File: src/rtl/scr1_dmem_arb_pkg.sv
// Shared types for the DMEM arbiter: memory interface enums, requester ids, request payload.
package scr1_dmem_arb_pkg;

  localparam int unsigned SCR1_DMEM_AWIDTH = 32;
  localparam int unsigned SCR1_DMEM_DWIDTH = 32;

  typedef enum logic {
    SCR1_MEM_CMD_RD = 1'b0,
    SCR1_MEM_CMD_WR = 1'b1
  } type_scr1_mem_cmd_e;

  typedef enum logic [1:0] {
    SCR1_MEM_WIDTH_BYTE  = 2'b00,
    SCR1_MEM_WIDTH_HWORD = 2'b01,
    SCR1_MEM_WIDTH_WORD  = 2'b10,
    SCR1_MEM_WIDTH_ERROR = 2'b11
  } type_scr1_mem_width_e;

  typedef enum logic [1:0] {
    SCR1_MEM_RESP_NOTRDY = 2'b00,
    SCR1_MEM_RESP_RDY_OK = 2'b01,
    SCR1_MEM_RESP_RDY_ER = 2'b10
  } type_scr1_mem_resp_e;

  typedef enum logic {
    SCR1_DMEM_ARB_LSU = 1'b0,
    SCR1_DMEM_ARB_EXT = 1'b1
  } type_scr1_dmem_arb_id_e;

  // Request payload forwarded downstream from the granted requester
  typedef struct packed {
    type_scr1_mem_cmd_e          cmd;
    type_scr1_mem_width_e        width;
    logic [SCR1_DMEM_AWIDTH-1:0] addr;
    logic [SCR1_DMEM_DWIDTH-1:0] wdata;
  } type_scr1_dmem_arb_req_s;

  // A response terminates the transaction when it is anything but NOTRDY
  function automatic logic resp_done(input type_scr1_mem_resp_e resp);
    return (resp == SCR1_MEM_RESP_RDY_OK) || (resp == SCR1_MEM_RESP_RDY_ER);
  endfunction

endpackage

File: src/rtl/scr1_dmem_arb_if.sv
// Single-outstanding memory request/response channel.
interface scr1_dmem_arb_if;
  import scr1_dmem_arb_pkg::*;

  logic                        req;
  type_scr1_mem_cmd_e          cmd;
  type_scr1_mem_width_e        width;
  logic [SCR1_DMEM_AWIDTH-1:0] addr;
  logic [SCR1_DMEM_DWIDTH-1:0] wdata;
  logic                        req_ack;
  logic [SCR1_DMEM_DWIDTH-1:0] rdata;
  type_scr1_mem_resp_e         resp;

  // Issuer of requests
  modport master (
    output req, cmd, width, addr, wdata,
    input  req_ack, rdata, resp
  );

  // Acceptor of requests
  modport slave (
    input  req, cmd, width, addr, wdata,
    output req_ack, rdata, resp
  );

endinterface

File: src/rtl/scr1_arb_rr2.sv
// Two-way grant selector with lock on un-acked grants and round-robin or fixed priority.
module scr1_arb_rr2 #(
  parameter bit FIXED_PRIO = 1'b0
) (
  input  logic       clk,
  input  logic       rst,
  input  logic       en,
  input  logic [1:0] req,
  input  logic       ack,
  output logic       grant
);

  logic rr_last;
  logic lock_vld;
  logic lock_id;
  logic lock_hit;

  assign lock_hit = lock_vld & req[lock_id];

  // Grant selection: a live lock wins, otherwise single requester or priority/round-robin
  always_comb begin
    grant = 1'b0;
    if (lock_hit) begin
      grant = lock_id;
    end else begin
      case (req)
        2'b10:   grant = 1'b1;
        2'b11:   grant = FIXED_PRIO ? 1'b0 : ~rr_last;
        default: grant = 1'b0;
      endcase
    end
  end

  // Round-robin history and lock tracking; a dropped locked request simply re-arbitrates
  always_ff @(posedge clk or posedge rst) begin
    if (rst) begin
      rr_last  <= 1'b1;
      lock_vld <= 1'b0;
      lock_id  <= 1'b0;
    end else if (en) begin
      if (|req) begin
        if (ack) begin
          rr_last  <= grant;
          lock_vld <= 1'b0;
        end else begin
          lock_vld <= 1'b1;
          lock_id  <= grant;
        end
      end else begin
        lock_vld <= 1'b0;
      end
    end
  end

endmodule

File: src/rtl/scr1_dmem_arb.sv
// Shares the core DMEM port between the LSU (r0) and a secondary data master (r1).
module scr1_dmem_arb
  import scr1_dmem_arb_pkg::*;
#(
  parameter bit FIXED_PRIO = 1'b0
) (
  input  logic            clk,
  input  logic            rst,
  scr1_dmem_arb_if.slave  r0,
  scr1_dmem_arb_if.slave  r1,
  scr1_dmem_arb_if.master dmem,
  output logic            arb_busy,
  output logic            arb_owner
);

  typedef enum logic {
    ST_IDLE = 1'b0,
    ST_BUSY = 1'b1
  } fsm_e;

  fsm_e                    state;
  fsm_e                    state_next;
  type_scr1_dmem_arb_id_e  owner;
  type_scr1_dmem_arb_req_s r0_pl;
  type_scr1_dmem_arb_req_s r1_pl;
  type_scr1_dmem_arb_req_s sel_pl;
  logic                    idle;
  logic                    req_any;
  logic                    grant;
  logic                    issue;

  assign idle    = (state == ST_IDLE);
  assign req_any = r0.req | r1.req;
  assign issue   = idle & req_any & dmem.req_ack;

  assign r0_pl  = '{cmd: r0.cmd, width: r0.width, addr: r0.addr, wdata: r0.wdata};
  assign r1_pl  = '{cmd: r1.cmd, width: r1.width, addr: r1.addr, wdata: r1.wdata};
  assign sel_pl = grant ? r1_pl : r0_pl;

  scr1_arb_rr2 #(
    .FIXED_PRIO (FIXED_PRIO)
  ) u_arb (
    .clk   (clk),
    .rst   (rst),
    .en    (idle),
    .req   ({r1.req, r0.req}),
    .ack   (dmem.req_ack),
    .grant (grant)
  );

  // State and owner registers; reset abandons any outstanding transaction
  always_ff @(posedge clk or posedge rst) begin
    if (rst) begin
      state <= ST_IDLE;
      owner <= SCR1_DMEM_ARB_LSU;
    end else begin
      state <= state_next;
      if (issue) begin
        owner <= type_scr1_dmem_arb_id_e'(grant);
      end
    end
  end

  // Next state: accept moves to BUSY, any final response returns to IDLE
  always_comb begin
    state_next = state;
    case (state)
      ST_IDLE: if (issue) state_next = ST_BUSY;
      ST_BUSY: if (resp_done(dmem.resp)) state_next = ST_IDLE;
      default: state_next = ST_IDLE;
    endcase
  end

  // Outputs: request mux in IDLE, response routing to owner in BUSY; IDLE responses are dropped
  always_comb begin
    dmem.req   = 1'b0;
    dmem.cmd   = r0_pl.cmd;
    dmem.width = r0_pl.width;
    dmem.addr  = r0_pl.addr;
    dmem.wdata = r0_pl.wdata;
    r0.req_ack = 1'b0;
    r1.req_ack = 1'b0;
    r0.rdata   = '0;
    r1.rdata   = '0;
    r0.resp    = SCR1_MEM_RESP_NOTRDY;
    r1.resp    = SCR1_MEM_RESP_NOTRDY;
    case (state)
      ST_IDLE: begin
        dmem.req   = req_any;
        dmem.cmd   = sel_pl.cmd;
        dmem.width = sel_pl.width;
        dmem.addr  = sel_pl.addr;
        dmem.wdata = sel_pl.wdata;
        r0.req_ack = dmem.req_ack & ~grant & r0.req;
        r1.req_ack = dmem.req_ack &  grant & r1.req;
      end
      ST_BUSY: begin
        if (owner == SCR1_DMEM_ARB_EXT) begin
          r1.rdata = dmem.rdata;
          r1.resp  = dmem.resp;
        end else begin
          r0.rdata = dmem.rdata;
          r0.resp  = dmem.resp;
        end
      end
      default: ;
    endcase
  end

  assign arb_busy  = (state == ST_BUSY);
  assign arb_owner = owner;

endmodule

File: src/flat_wrapper.sv
// flat-port wrapper written by rule: the top's interface ports become plain ports
module scr1_dmem_arb_flat import scr1_dmem_arb_pkg::*;
#(
  parameter bit FIXED_PRIO = 1'b0
)
  (clk, rst, arb_busy, arb_owner, r0_req, r0_cmd, r0_width, r0_addr, r0_wdata, r0_req_ack, r0_rdata, r0_resp, r1_req, r1_cmd, r1_width, r1_addr, r1_wdata, r1_req_ack, r1_rdata, r1_resp, dmem_req, dmem_cmd, dmem_width, dmem_addr, dmem_wdata, dmem_req_ack, dmem_rdata, dmem_resp);
  scr1_dmem_arb_if r0_i ();
  scr1_dmem_arb_if r1_i ();
  scr1_dmem_arb_if dmem_i ();
  input  logic clk;
  input  logic rst;
  output logic arb_busy;
  output logic arb_owner;
  input wire logic [$bits(r0_i.req)-1:0] r0_req;
  input wire logic [$bits(r0_i.cmd)-1:0] r0_cmd;
  input wire logic [$bits(r0_i.width)-1:0] r0_width;
  input wire logic [$bits(r0_i.addr)-1:0] r0_addr;
  input wire logic [$bits(r0_i.wdata)-1:0] r0_wdata;
  output wire logic [$bits(r0_i.req_ack)-1:0] r0_req_ack;
  output wire logic [$bits(r0_i.rdata)-1:0] r0_rdata;
  output wire logic [$bits(r0_i.resp)-1:0] r0_resp;
  input wire logic [$bits(r1_i.req)-1:0] r1_req;
  input wire logic [$bits(r1_i.cmd)-1:0] r1_cmd;
  input wire logic [$bits(r1_i.width)-1:0] r1_width;
  input wire logic [$bits(r1_i.addr)-1:0] r1_addr;
  input wire logic [$bits(r1_i.wdata)-1:0] r1_wdata;
  output wire logic [$bits(r1_i.req_ack)-1:0] r1_req_ack;
  output wire logic [$bits(r1_i.rdata)-1:0] r1_rdata;
  output wire logic [$bits(r1_i.resp)-1:0] r1_resp;
  output wire logic [$bits(dmem_i.req)-1:0] dmem_req;
  output wire logic [$bits(dmem_i.cmd)-1:0] dmem_cmd;
  output wire logic [$bits(dmem_i.width)-1:0] dmem_width;
  output wire logic [$bits(dmem_i.addr)-1:0] dmem_addr;
  output wire logic [$bits(dmem_i.wdata)-1:0] dmem_wdata;
  input wire logic [$bits(dmem_i.req_ack)-1:0] dmem_req_ack;
  input wire logic [$bits(dmem_i.rdata)-1:0] dmem_rdata;
  input wire logic [$bits(dmem_i.resp)-1:0] dmem_resp;
  assign r0_i.req = r0_req;
  assign r0_i.cmd = r0_cmd;
  assign r0_i.width = r0_width;
  assign r0_i.addr = r0_addr;
  assign r0_i.wdata = r0_wdata;
  assign r0_req_ack = r0_i.req_ack;
  assign r0_rdata = r0_i.rdata;
  assign r0_resp = r0_i.resp;
  assign r1_i.req = r1_req;
  assign r1_i.cmd = r1_cmd;
  assign r1_i.width = r1_width;
  assign r1_i.addr = r1_addr;
  assign r1_i.wdata = r1_wdata;
  assign r1_req_ack = r1_i.req_ack;
  assign r1_rdata = r1_i.rdata;
  assign r1_resp = r1_i.resp;
  assign dmem_req = dmem_i.req;
  assign dmem_cmd = dmem_i.cmd;
  assign dmem_width = dmem_i.width;
  assign dmem_addr = dmem_i.addr;
  assign dmem_wdata = dmem_i.wdata;
  assign dmem_i.req_ack = dmem_req_ack;
  assign dmem_i.rdata = dmem_rdata;
  assign dmem_i.resp = dmem_resp;
  scr1_dmem_arb #(.FIXED_PRIO(FIXED_PRIO)) u_core (.clk(clk), .rst(rst), .r0(r0_i), .r1(r1_i), .dmem(dmem_i), .arb_busy(arb_busy), .arb_owner(arb_owner));
endmodule
File: config.mk
export PLATFORM = sky130hd
export DESIGN_NAME = scr1_dmem_arb_flat
export DESIGN_NICKNAME = d
export VERILOG_FILES = /design/src/rtl/scr1_dmem_arb_pkg.sv /design/src/rtl/scr1_dmem_arb_if.sv /design/src/rtl/scr1_arb_rr2.sv /design/src/rtl/scr1_dmem_arb.sv /design/src/flat_wrapper.sv
export SDC_FILE = /design/constraint.sdc
export NUM_CORES = 1
export LEC_CHECK = 0
export CORE_AREA = 3 3 120 122
export DETAILED_ROUTE_END_ITERATION = 6
export DIE_AREA = 0 0 123 125
export PLACE_DENSITY = 0.58
export RECOVER_POWER = 25
export SKIP_LAST_GASP = 1
export SLEW_MARGIN = 10
export SYNTH_ARGS = -nofsm -noshare
export SYNTH_HDL_FRONTEND = slang
export SYNTH_SLANG_ARGS = --single-unit
File: constraint.sdc
create_clock -name clk -period 2.5 [get_ports clk]
set_input_delay 0.75 -clock clk [delete_from_list [all_inputs] [get_ports clk]]
set_output_delay 0.75 -clock clk [all_outputs]
set_load 0.05 [all_outputs]
==> metrics.cfg <==
[global_route]
grt_pass1_wl_um = 19300
gr-total-overflow = 0
grt.total_usage_pct = 16.4
grt_start_max_net_pins = 42
grt_antenna_before_repair = 5
grt_pass1_vias = 2943

[synth]
syn_inst = 182
synth_fp_nets = 355
yosysWarnings = 0
syn-cell-area_um2 = 1650
synth-seq-cells = 5
yosysSeqAreaShare_pct = 7.64
synth_cell_types = 20
syn_avg_cell_area_um2 = 9.09

[sta]
relSlewSlack_pct = 55.7
clock_skew_ns = 0.000153
rsz0062_at_grt = true
fin_ws_ns = -0.180
worstMarginPinSlew_ns = 0.664
period_needed_ns = 2.68
tns_ns = -6.89
final_max_slew_viol_count = 0
period_share_pct = 107
finalSetupViolations = 67
fmaxAchievable_mhz = 373
finalHoldViolCount = 0

[setup_path]
regToRegEndpoint = u_core.u_arb.lock_id
required_ns = 1.75
r2r_cells = 4
start_kind = register
regToRegSetupSlack_ns = 1.08
cp-end-kind = output port
worstPathMaxFanout = 8
arrival_ns = 1.93
worstSetupPathType = register to output port
timing.rr.start = u_core.u_arb.rr_last

[drt]
avgViaCountPerCell = 4.06
ant_nets = 0
totalWireLength_um = 14100
routedWlPerCell_um = 20.5
route.detailed.drc = 0
drt_iter0_drc = 98
firstDrtPassIters = 4
via_count = 2792

[worst_hold_path]
min_from = u_core.u_arb.rr_last
holdPathStages = 2
holdCritPathClass = register to register
hold_end = u_core.u_arb.rr_last

[die]
core-area_um2 = 13300
die_area_um2 = 15400
num_rows = 42
die_x_um = 123
die-height_um = 125
initial_utilization_pct = 12.4
ios = 313

[layout]
mostFrequentLayoutCell = clkdlybuf4s50_1
fillers = 1184
nets = 681
areaGrowthSynthToFinish_pct = 294
postLayoutCoreUtil_pct = 49.0
final_cell_mix = 168 x clkdlybuf4s50_1, 103 x buf_12, 57 x mux2_4
postLayoutCellArea_um2 = 6510
drive_gt1_share_pct = 47.5
final_cells = 687

[placement]
pre_cts_ws_ns = -0.614
place_area_um2 = 6040
gp_congestion = 0.874
port_buffers = 312
place_inst = 670
dp_hpwl_um = 12000

[clock_tree]
cts_sinks = 5
htreeDepth = 1
postCtsHoldBufs = 0
root_buffer = clkbuf_16
cts_made_buffers = 3
tritoncts = built
clock_path_buffers = 2
clk_pin_slew_ns = 0.03
clk_latency_ns = 0.22

[job]
maxCapViolCount = 0

[run_status]
status = finished, violations left
violations = negative setup slack

[pwr]
leakagePower_nw = 2.98
powerDensity_nw_per_um2 = 592
ir_worst_vdd_mv = 0.412

-- critical path, cell delays in order (launching register included) --
cell     delay, ns
dfrtp_1       0.41
nor2b_4       0.16
o21ai_4       0.24
nand2_8       0.12
buf_12        0.16
buf_12        0.14
mux2_4        0.32
buf_12        0.15
-- cells in the mapped netlist --
library cell / number / area [um^2]
dfrtp_1: 4 / 100
clkbuf_1: 10 / 37.5
buf_2: 3 / 15.0
nand2_1: 1 / 3.75
o21ai_1: 1 / 5.00
xnor2_1: 1 / 8.76
nor2b_1: 3 / 18.8
dfstp_2: 1 / 26.3
nor2_1: 6 / 22.5
inv_1: 3 / 11.3
mux2_2: 37 / 417
buf_6: 4 / 45.0
mux2_4: 30 / 450
a2111oi_0: 1 / 8.76
and2b_1: 1 / 7.51
a22o_1: 2 / 17.5
nand3b_1: 1 / 7.51
and3_1: 35 / 219
a21oi_1: 4 / 20.0
and2_1: 34 / 213
-- flip-flops by register name, indices dropped and copies added, names as in the netlist --
signal / cells
u_core.arb_busy: 1
u_core.u_arb.lock_vld: 1
u_core.u_arb.lock_id: 1
u_core.arb_owner: 1
u_core.u_arb.rr_last: 1
-- cell type report --
cell class / count / area [um^2] / area share (%)
flip-flops and latches: 5 / 126 / 1.94
clock buffers: 4 / 78.8 / 1.21
diodes: 4 / 10.0 / 0.154
inverters: 3 / 11.3 / 0.173
multi-input cells: 158 / 1580 / 24.2
well taps: 176 / 220 / 3.38
repair buffers: 337 / 4490 / 68.9
-- power by group --
group          internal, mW  switching (mW)
Combinational          1.69            1.78
Sequential            0.109          0.0190
Clock                 0.211          0.0463
-- timing repair --
action / CTS / global route
setup buffers: 3 / 6
setup endpoints to repair: 72 / 84
resized for setup: 58 / 61
gates cloned: 4 / 0
pin swaps: 2 / 0
-- worst max path at each step --
stage | slack, ns | end | cells after the start | startpoint
final | -0.18 | dmem_wdata[8] | 7 | u_core.u_arb.lock_vld
after global routing | -0.24 | dmem_wdata[8] | 7 | u_core.u_arb.lock_vld
after CTS | -0.20 | dmem_wdata[8] | 7 | u_core.u_arb.lock_vld
after detailed placement | -0.61 | dmem_wdata[12] | 7 | r1_req
after global placement | -0.60 | dmem_wdata[18] | 7 | r1_req
after floorplan | 0.009 | dmem_wdata[10] | 5 | r1_req
-- cell families after synthesis --
| logic type | after synthesis | synth area share [%] |
|---|---|---|
| AOI/OAI and AO/OA | 8 | 3.10 |
| buffers and inverters | 20 | 6.58 |
| muxes | 67 | 52.4 |
| DFF | 5 | 7.64 |
| xor gates and xnor gates | 1 | 0.530 |
| and+or+nand+nor | 81 | 29.7 |
-- layer usage --
| metal | share of wire, % | global-route usage [%] | vias to the layer above |
|---|---|---|---|
| met5 | 0.11 | 0 | - |
| met4 | 1.9 | 3.65 | 2 |
| met3 | 10 | 4.83 | 12 |
| met2 | 55 | 31.6 | 159 |
| met1 | 33 | 17.2 | 1314 |
| li1 | - | - | 1305 |
-- stage by stage --
stage | hold slack (ns) | power, mW
2_1_floorplan | 0.478 | 1.77
3_3_place_gp | 0.501 | 3.36
3_5_place_dp | 0.508 | 3.39
4_1_cts | 0.514 | 3.85
5_1_grt | 0.579 | 3.99
6_report | 0.520 | 3.85
(Power assumes the default switching activity.)
